### config.mk
export PLATFORM = sky130hd
export DESIGN_NAME = fetch_unit
export DESIGN_NICKNAME = d
export VERILOG_FILES = /design/src/rtl/fetch_unit_pkg.sv /design/src/rtl/fetch_unit_target_lut.sv /design/src/rtl/fetch_unit.sv
export SDC_FILE = /design/constraint.sdc
export NUM_CORES = 1
export LEC_CHECK = 0
export CORE_ASPECT_RATIO = 0.8
export CORE_MARGIN = 4
export CORE_UTILIZATION = 50
export CTS_CLUSTER_DIAMETER = 30
export CTS_CLUSTER_SIZE = 14
export DETAILED_ROUTE_END_ITERATION = 8
export GPL_TIMING_DRIVEN = 0
export PLACE_DENSITY = 0.78
export SLEW_MARGIN = 40
export SYNTH_ARGS = -nofsm -noshare
export SYNTH_HDL_FRONTEND = slang
export SYNTH_HIERARCHICAL = 1
export SYNTH_SLANG_ARGS = --single-unit
### constraint.sdc
create_clock -name CLK -period 3.95 [get_ports CLK]
set_input_delay 0.79 -clock CLK [delete_from_list [all_inputs] [get_ports CLK]]
set_output_delay 0.79 -clock CLK [all_outputs]
set_load 0.005 [all_outputs]
### src/rtl/fetch_unit_pkg.sv
// Shared definitions for the fetch stage: sizes, FSM state type and the
// constant jump/branch target tables indexed by the decoder's 4-bit field.
package fetch_unit_pkg;

  localparam int PC_W  = 10;
  localparam int IDX_W = 4;
  localparam int CNT_W = 16;

  typedef enum logic [1:0] {
    ST_IDLE   = 2'd0,
    ST_ARMED  = 2'd1,
    ST_RUN    = 2'd2,
    ST_HALTED = 2'd3
  } fetch_state_e;

  // Absolute jump destinations.
  function automatic logic [PC_W-1:0] jump_lut(input logic [IDX_W-1:0] idx);
    logic [PC_W-1:0] t;
    case (idx)
      4'd0:    t = 10'h000;
      4'd1:    t = 10'h040;
      4'd2:    t = 10'h080;
      4'd3:    t = 10'h100;
      4'd4:    t = 10'h180;
      4'd5:    t = 10'h200;
      4'd6:    t = 10'h280;
      4'd7:    t = 10'h300;
      4'd8:    t = 10'h3F0;
      4'd9:    t = 10'h010;
      4'd10:   t = 10'h020;
      4'd11:   t = 10'h3FF;
      4'd12:   t = 10'h155;
      4'd13:   t = 10'h2AA;
      4'd14:   t = 10'h0C0;
      4'd15:   t = 10'h1C0;
      default: t = 10'h000;
    endcase
    return t;
  endfunction

  // Signed PC-relative branch offsets, sign-extended by the consumer.
  function automatic logic signed [7:0] branch_lut(input logic [IDX_W-1:0] idx);
    logic signed [7:0] o;
    case (idx)
      4'd0:    o = 8'sd1;
      4'd1:    o = 8'sd2;
      4'd2:    o = 8'sd4;
      4'd3:    o = 8'sd8;
      4'd4:    o = -8'sd1;
      4'd5:    o = -8'sd4;
      4'd6:    o = -8'sd8;
      4'd7:    o = -8'sd16;
      4'd8:    o = 8'sd16;
      4'd9:    o = 8'sd32;
      4'd10:   o = -8'sd32;
      4'd11:   o = 8'sd127;
      4'd12:   o = -8'sd128;
      4'd13:   o = 8'sd64;
      4'd14:   o = -8'sd64;
      4'd15:   o = -8'sd2;
      default: o = 8'sd0;
    endcase
    return o;
  endfunction

endpackage

### src/rtl/fetch_unit_target_lut.sv
// Combinational lookup of the jump target and the PC-width sign-extended
// branch offset for the decoder-supplied table index.
module target_lut
  import fetch_unit_pkg::*;
(
  input  logic [IDX_W-1:0] target_idx,
  output logic [PC_W-1:0]  jump_target,
  output logic [PC_W-1:0]  branch_offset
);

  logic signed [7:0] off_s;

  always_comb begin
    off_s         = branch_lut(target_idx);
    jump_target   = jump_lut(target_idx);
    branch_offset = {{(PC_W-8){off_s[7]}}, off_s};
  end

endmodule

### src/rtl/fetch_unit.sv
// Program counter and start/run/halt sequencer feeding the instruction ROM,
// with a saturating counter of cycles spent in RUN since the last start.
module fetch_unit
  import fetch_unit_pkg::*;
(
  input  logic             CLK,
  input  logic             Reset,
  input  logic             Start,
  input  logic [PC_W-1:0]  StartAddr,
  input  logic             Halt,
  input  logic             jump_en,
  input  logic             branch_en,
  input  logic [IDX_W-1:0] target_idx,
  output logic [PC_W-1:0]  PC,
  output logic             Done,
  output logic             Running,
  output logic [CNT_W-1:0] cycle_count
);

  fetch_state_e     state_q, state_d;
  logic [PC_W-1:0]  pc_q, pc_d;
  logic [CNT_W-1:0] cnt_q, cnt_d, cnt_inc;
  logic             done_q, done_d;
  logic             running_q, running_d;
  logic [PC_W-1:0]  jump_target, branch_offset;

  target_lut u_lut (
    .target_idx    (target_idx),
    .jump_target   (jump_target),
    .branch_offset (branch_offset)
  );

  always_ff @(posedge CLK) begin
    if (Reset) begin
      state_q   <= ST_IDLE;
      pc_q      <= '0;
      cnt_q     <= '0;
      done_q    <= 1'b0;
      running_q <= 1'b0;
    end else begin
      state_q   <= state_d;
      pc_q      <= pc_d;
      cnt_q     <= cnt_d;
      done_q    <= done_d;
      running_q <= running_d;
    end
  end

  always_comb begin
    state_d = state_q;
    pc_d    = pc_q;
    cnt_d   = cnt_q;
    cnt_inc = (cnt_q == {CNT_W{1'b1}}) ? cnt_q : cnt_q + {{(CNT_W-1){1'b0}}, 1'b1};
    case (state_q)
      ST_IDLE: begin
        if (Start) begin
          state_d = ST_ARMED;
          pc_d    = StartAddr;
          cnt_d   = '0;
        end
      end
      ST_ARMED: begin
        if (Start) begin
          pc_d = StartAddr;
        end else begin
          state_d = ST_RUN;
        end
      end
      ST_RUN: begin
        // A restart clears the counter; every other RUN cycle is counted.
        if (Start) begin
          state_d = ST_ARMED;
          pc_d    = StartAddr;
          cnt_d   = '0;
        end else if (Halt) begin
          state_d = ST_HALTED;
          cnt_d   = cnt_inc;
        end else if (jump_en) begin
          pc_d  = jump_target;
          cnt_d = cnt_inc;
        end else if (branch_en) begin
          pc_d  = pc_q + branch_offset;
          cnt_d = cnt_inc;
        end else begin
          pc_d  = pc_q + {{(PC_W-1){1'b0}}, 1'b1};
          cnt_d = cnt_inc;
        end
      end
      ST_HALTED: begin
        if (Start) begin
          state_d = ST_ARMED;
          pc_d    = StartAddr;
          cnt_d   = '0;
        end
      end
      default: begin
        state_d = ST_IDLE;
        pc_d    = '0;
        cnt_d   = '0;
      end
    endcase
    done_d    = (state_d == ST_HALTED);
    running_d = (state_d == ST_RUN);
  end

  assign PC          = pc_q;
  assign Done        = done_q;
  assign Running     = running_q;
  assign cycle_count = cnt_q;

endmodule

Yosys cells after proc, flatten, opt, wreduce, memory -nomap -nowiden
Memory sizes are Yosys's and may differ from the RTL's.
Index checks and enable logic that the tools add are counted.
{"block": "totals", "rom_bits": 288, "inputBits": 20, "memories": 2, "latchBits": 0, "register_bits": 30, "mem_bits_rw": 0}
{"memory": "(no name shown)", "words": 16, "word_bits": 10, "read_ports": 1, "rd_clocked_by_memory_dff": 0, "write_ports": 0, "line": "fetch_unit_pkg.sv:19", "rtl": "case (idx)"}
{"memory": "(no name shown)", "words": 16, "word_bits": 8, "read_ports": 1, "rd_clocked_by_memory_dff": 0, "write_ports": 0, "line": "fetch_unit_pkg.sv:44", "rtl": "case (idx)"}
{"block": "op_classes", "add_sub_neg": 3, "mul": 0, "shifts": 0, "order_cmp": 0, "bitwise_logic": 0, "muxes": 15, "div": 0, "n_eq_ne": 10, "n_reduce_logical": 6}
{"operator": "$mux 10", "n": 5}
{"operator": "$mux 16", "n": 3}
{"operator": "$pmux 16 s2", "n": 1}
{"operator": "$pmux 10 s2", "n": 1}
{"operator": "$add 16x1->16 const B", "n": 1}
{"operator": "$eq 16x16->1 const B", "n": 1}
{"operator": "$add 10x1->10 const B", "n": 1}
{"operator": "$add 10x10->10", "n": 1}
{"operator": "$eq 2x2->1 const B", "n": 4}
{"operator": "$mux 2", "n": 4}
{"operator": "$ne 3x3->1 const B", "n": 2}
{"operator": "$pmux 2 s3", "n": 1}
{"operator": "$ne 2x1->1 const B", "n": 2}
{"operator": "$reduce_and 3->1", "n": 1}
{"operator": "$reduce_or 3->1", "n": 1}
{"operator": "$eq 2x1->1 const B", "n": 1}
{"operator": "$logic_not 2->1", "n": 1}
{"operator": "$reduce_and 2->1", "n": 1}
{"operator": "$reduce_bool 2->1", "n": 1}
{"operator": "$reduce_or 2->1", "n": 1}

Logic depth before layout (Yosys ltp)
An unclocked memory read counts as a cell.
{"block": "logic_depth", "word_depth": 7, "mapped_depth": 12, "depth_no_buf": 12}

Modules after synthesis
Netlist, hierarchy kept.
{"module": "fetch_unit", "cells_per_inst": 253, "area_per_inst_um2": 2034.5, "instances": 1}
{"module": "target_lut", "cells_per_inst": 53, "area_per_inst_um2": 409.1, "instances": 1}

Worst setup path before layout
No wires, ideal clock.
{"block": "synth_path", "path_kind": "input to register", "start": "input target_idx[1]", "end": "register pc_q[9] (netlist: PC[9])", "stages": 11, "n_path_buf": 0, "t_arrival_ns": 2.954, "setup_ns": 0.126, "t_required_ns": 3.824, "path_slack_ns": 0.869, "path_cell_list": "inv_1 ha_1 inv_1 a22o_1 and2_1 ha_1 and3_1 a22o_1 a2111oi_0 xnor2_1 o2bb2ai_1"}
{"block": "synth_between", "elab_chain_cells": 7}
{"item": "from (decl)", "line": "fetch_unit.sv:13", "rtl": "input logic [IDX_W-1:0] target_idx,"}
{"item": "$mem_v2 16x8"}
{"item": "via branch_offset[4]", "line": "fetch_unit.sv:25", "rtl": "logic [PC_W-1:0] jump_target, branch_offset;"}
{"item": "$add 10x10->10", "line": "fetch_unit.sv:82", "rtl": "pc_d = pc_q + branch_offset;"}
{"item": "$mux 10", "line": "fetch_unit.sv:81", "rtl": "end else if (branch_en) begin"}
{"item": "$mux 10", "line": "fetch_unit.sv:78", "rtl": "end else if (jump_en) begin"}
{"item": "$mux 10", "line": "fetch_unit.sv:75", "rtl": "end else if (Halt) begin"}
{"item": "$mux 10", "line": "fetch_unit.sv:71", "rtl": "if (Start) begin"}
{"item": "$pmux 10 s2", "line": "fetch_unit.sv:54", "rtl": "case (state_q)"}
{"item": "to (signal assigned)", "line": "fetch_unit.sv:42", "rtl": "pc_q <= pc_d;"}
{"item": "to (decl)", "line": "fetch_unit.sv:21", "rtl": "logic [PC_W-1:0] pc_q, pc_d;"}
The timed path passes the listed nets, and every way through them passes these cells. The select of a mux whose other input is x is not followed.
A chain may end at the register's enable or synchronous reset.

Final worst setup path
{"block": "layout_path", "start": "input target_idx[0]", "end": "register pc_q[9] (netlist: PC[9])"}
The elaborated chain is that of the path after synthesis.

==> impl_metrics.py <==
metrics = {
    "timing": {
        "setup_viol": 0,
        "final_hold_viol_count": 0,
        "min_period_ps": 3760,
        "slew_viol_final": 0,
        "rsz0062_at_grt": "no",
        "tns_ps": 0,
        "fmax_mhz": 266,
        "clock_skew_ps": 4.08,
        "relSlewSlack_pct": 63.1,
        "tightest_slew_ps": 553,
        "worst_hold_slack_ps": 508,
        "period_share_pct": 95.2,
    },
    "worst_setup_path": {
        "cp_max_fo": 7,
        "reg2reg_slack_ps": 1730,
        "slowest_delay_ps": 620,
        "crit_cells": 12,
        "endpoint_kind": "flip-flop",
        "crit_buf_inv": 3,
        "crit_family": "compound AO/OA/AOI/OAI gates",
        "path_class": "in -> reg",
        "r2r_cells": 7,
        "crit_chain": "clkdlybuf4s50_1, inv_1, ha_1, inv_1, a22o_1, and2_1, ha_1, and3_1, a22o_1, a2111oi_1, xnor2_1, o2bb2ai_1",
        "cp_data_arrival_time_ps": 3930,
        "crit_required_ps": 4120,
        "start_kind": "input pin",
        "slowest_stage": "clkdlybuf4s50_1",
    },
    "synthesis": {
        "synth_area_um2": 2440,
        "avgSynthCellArea_um2": 7.99,
        "syn-num-nets": 345,
        "ys.warnings.count": 6,
        "synth.distinct_cells": 62,
        "ys_ff_latch": 30,
        "synth_edf_count": 0,
        "synthFlopType": "dfxtp_1",
        "ys_seq_area_share_pct": 24.6,
        "async_flop_share_pct": 0,
        "syn_inst": 306,
    },
    "pwr": {
        "ir_worst_vdd_v": 0.000281,
        "p_leak_nw": 1.22,
        "power_density_nw_per_um2": 279,
    },
    "global_route": {
        "globalRouteTotalUtil_pct": 22.1,
        "grt_pass1_wl_um": 11000,
        "met2_usage_pct": 31.7,
        "grt_max_degree": 11,
        "grt-ovfl-total": 0,
        "grt_busiest_layer": "met1",
        "grt_antenna_before_repair": 0,
        "use_met3_pct": 4.25,
        "grt_pass1_vias": 2300,
        "grtUsageMet1_pct": 33.7,
    },
    "clock_network": {
        "cts_max_level": 2,
        "cts_buffers": 5,
        "clockBufferDepth": 2,
        "cts_sinks": 30,
        "postCtsSetupRepairBufs": 0,
        "clock_latency_ps": 280,
        "root_buffer": "clkbuf_8",
        "path_clk_slew_ps": 60,
        "cts_tree": "built",
    },
    "floorplanning": {
        "dieArea_um2": 6080,
        "die_x_um": 86.2,
        "rows": 22,
        "core-area_um2": 4650,
        "io_pins": 48,
        "die_h_um": 70.5,
        "start_util_pct": 52.5,
    },
    "cells_and_area": {
        "finalNonFillerCells": 419,
        "area_growth_pct": 26.3,
        "final_layout_size_suffix_gt1_share_pct": 9.75,
        "final_cell_area_um2": 3090,
        "antennaDiodeCount": 0,
        "nets": 397,
        "n_fill_cell": 419,
    },
    "placed_design": {
        "placed_cells_incl_taps": 411,
        "dp_hpwl_um": 5130,
        "gp_congestion": 0.872,
        "numPortBuffers": 45,
        "placed_cell_area_um2": 2970,
    },
    "detailed_routing": {
        "ant_nets": 0,
        "viasPerCell": 6.09,
        "drc": 0,
        "wl_um": 6750,
        "vias": 2552,
        "firstDrtPassIters": 6,
        "drt_iter0_drc": 281,
        "wl_per_cell_um": 16.1,
    },
    "outcome": {
        "outcome": "finished clean",
    },
    "flow_run": {
        "drv_cap": 0,
    },
    "hold_path": {
        "worstHoldPathCells": 2,
        "hold_path_class": "reg -> reg",
    },
}
synth_stat cells (2+ instances only):
cell type  count  share of area [%]
mux2_2         2               0.92
a211oi_1       6                1.8
ha_1          18                9.2
nor4_1         3               0.77
nor3b_1        2               0.61
buf_4          7                2.2
buf_6          3                1.4
a31oi_1        6                1.5
nand3_1        9                1.8
mux2i_1        3                1.2
xor2_1         7                2.5
nand4_2        2                1.0
o21ai_1        3               0.61
and3_1         3               0.77
xnor2_1        4                1.4
inv_1         14                2.2
or3_1          8                2.0
nor2_1        22                3.4
nor2b_1        7                1.8
nand2b_1      11                2.8
and2_1         9                2.3
clkbuf_1       4               0.61
o21ai_2        2               0.72
o311ai_0       2               0.72
buf_1          3               0.46
o41ai_1        2               0.72
o211ai_1       5                1.5
a21o_1         4                1.2
a22o_1         3                1.1
a221oi_1       3                1.1
nor3_1         4               0.82
nand2_1       24                3.7
a21oi_1       27                5.5
o21ai_0       15                3.1
o31ai_1        2               0.61
or4_1          2               0.61
dfxtp_1       30                 25
state kept, by name, summed over array words and instances, names as in the netlist:
| signal | cells |
|---|---|
| Done | 1 |
| PC | 10 |
| Running | 1 |
| cycle_count | 16 |
| state_q | 2 |
layer usage:
| layer | wire length, um | up-vias |
|---|---|---|
| met5 | 0 | - |
| met1 | 3380 | 1214 |
| met3 | 494 | 7 |
| met2 | 2830 | 108 |
| li1 | - | 1223 |
| met4 | 40 | 0 |
logic make-up (layout without fill, tap and decap cells):
| group | Yosys count | in the layout | synth area share [%] |
|---|---|---|---|
| xor gates and xnor gates | 11 | 11 | 3.94 |
| AOI/OAI and AO/OA | 93 | 93 | 25.9 |
| buffers and inverters | 32 | 85 | 6.96 |
| adders and majority gates | 19 | 19 | 10.0 |
| and+or+nand+nor | 115 | 115 | 25.6 |
| muxes | 6 | 6 | 3.07 |
| DFF | 30 | 30 | 24.6 |
layout make-up:
class	instances	area, um2	share of cell area (%)
timing repair buffer	45	450	14.6
inverter	14	52.6	1.70
tap	60	75.1	2.43
buffer	18	118	3.81
sequential	30	601	19.5
clock buffer	8	110	3.57
multi-input combinational	244	1680	54.4
metrics by stage:
stage	util (%)	power (mW)	worst slack (ps)
global placement	63.8	0.558	-61.3
detailed placement	63.8	0.565	-140
global route	66.3	0.898	12.9
CTS	66.2	0.858	151
finish	66.3	0.860	189
floorplan	-	0.484	869
report_power, final:
group	internal [mW]	switching, mW
Combinational	0.111	0.127
Clock	0.176	0.117
Sequential	0.315	0.0134
worst paths after layout:
check,startpoint,endpoint
max,target_idx[0],PC[9]$_SDFFE_PP0P_
min,cycle_count[13]$_SDFFE_PP0P_,cycle_count[13]$_SDFFE_PP0P_
max reg2reg,state_q[0]$_SDFF_PP0_,cycle_count[8]$_SDFFE_PP0P_
min reg2reg,cycle_count[13]$_SDFFE_PP0P_,cycle_count[13]$_SDFFE_PP0P_
layout by cell type, fill, tap and decap left out, types with 3 or more instances in the layout:
master and count:
buf_1 3, nor2b_1 7, dfxtp_1 30, a221oi_1 3
and2_1 9, nor4_1 3, nand3_1 9, mux2i_1 3
a21o_1 4, or3_1 8, a22o_1 3, o21ai_0 15
clkbuf_8 8, ha_1 18, a211oi_1 5, a31oi_1 6
buf_4 7, and3_1 3, nor3_1 4, xor2_1 7
buf_6 3, nand2_1 24, clkdlybuf4s50_1 45, xnor2_1 4
a21oi_1 27, nor2_1 22, o211ai_1 5, clkbuf_1 4
o21ai_1 3, inv_1 14, nand2b_1 11
worst min-delay path: cells and delay by family, from the launching register on:
kind	cells	cell delay [ps]
compound gates	2	130
flops	1	330
what timing repair did:
| item | in CTS | in global routing |
|---|---|---|
| hold buffers | 0 | 0 |
| hold endpoints to repair | 0 | 0 |
| setup endpoints to repair | 0 | 2 |
| gates resized for setup | 0 | 2 |
Power figures use the tool's default switching activity.
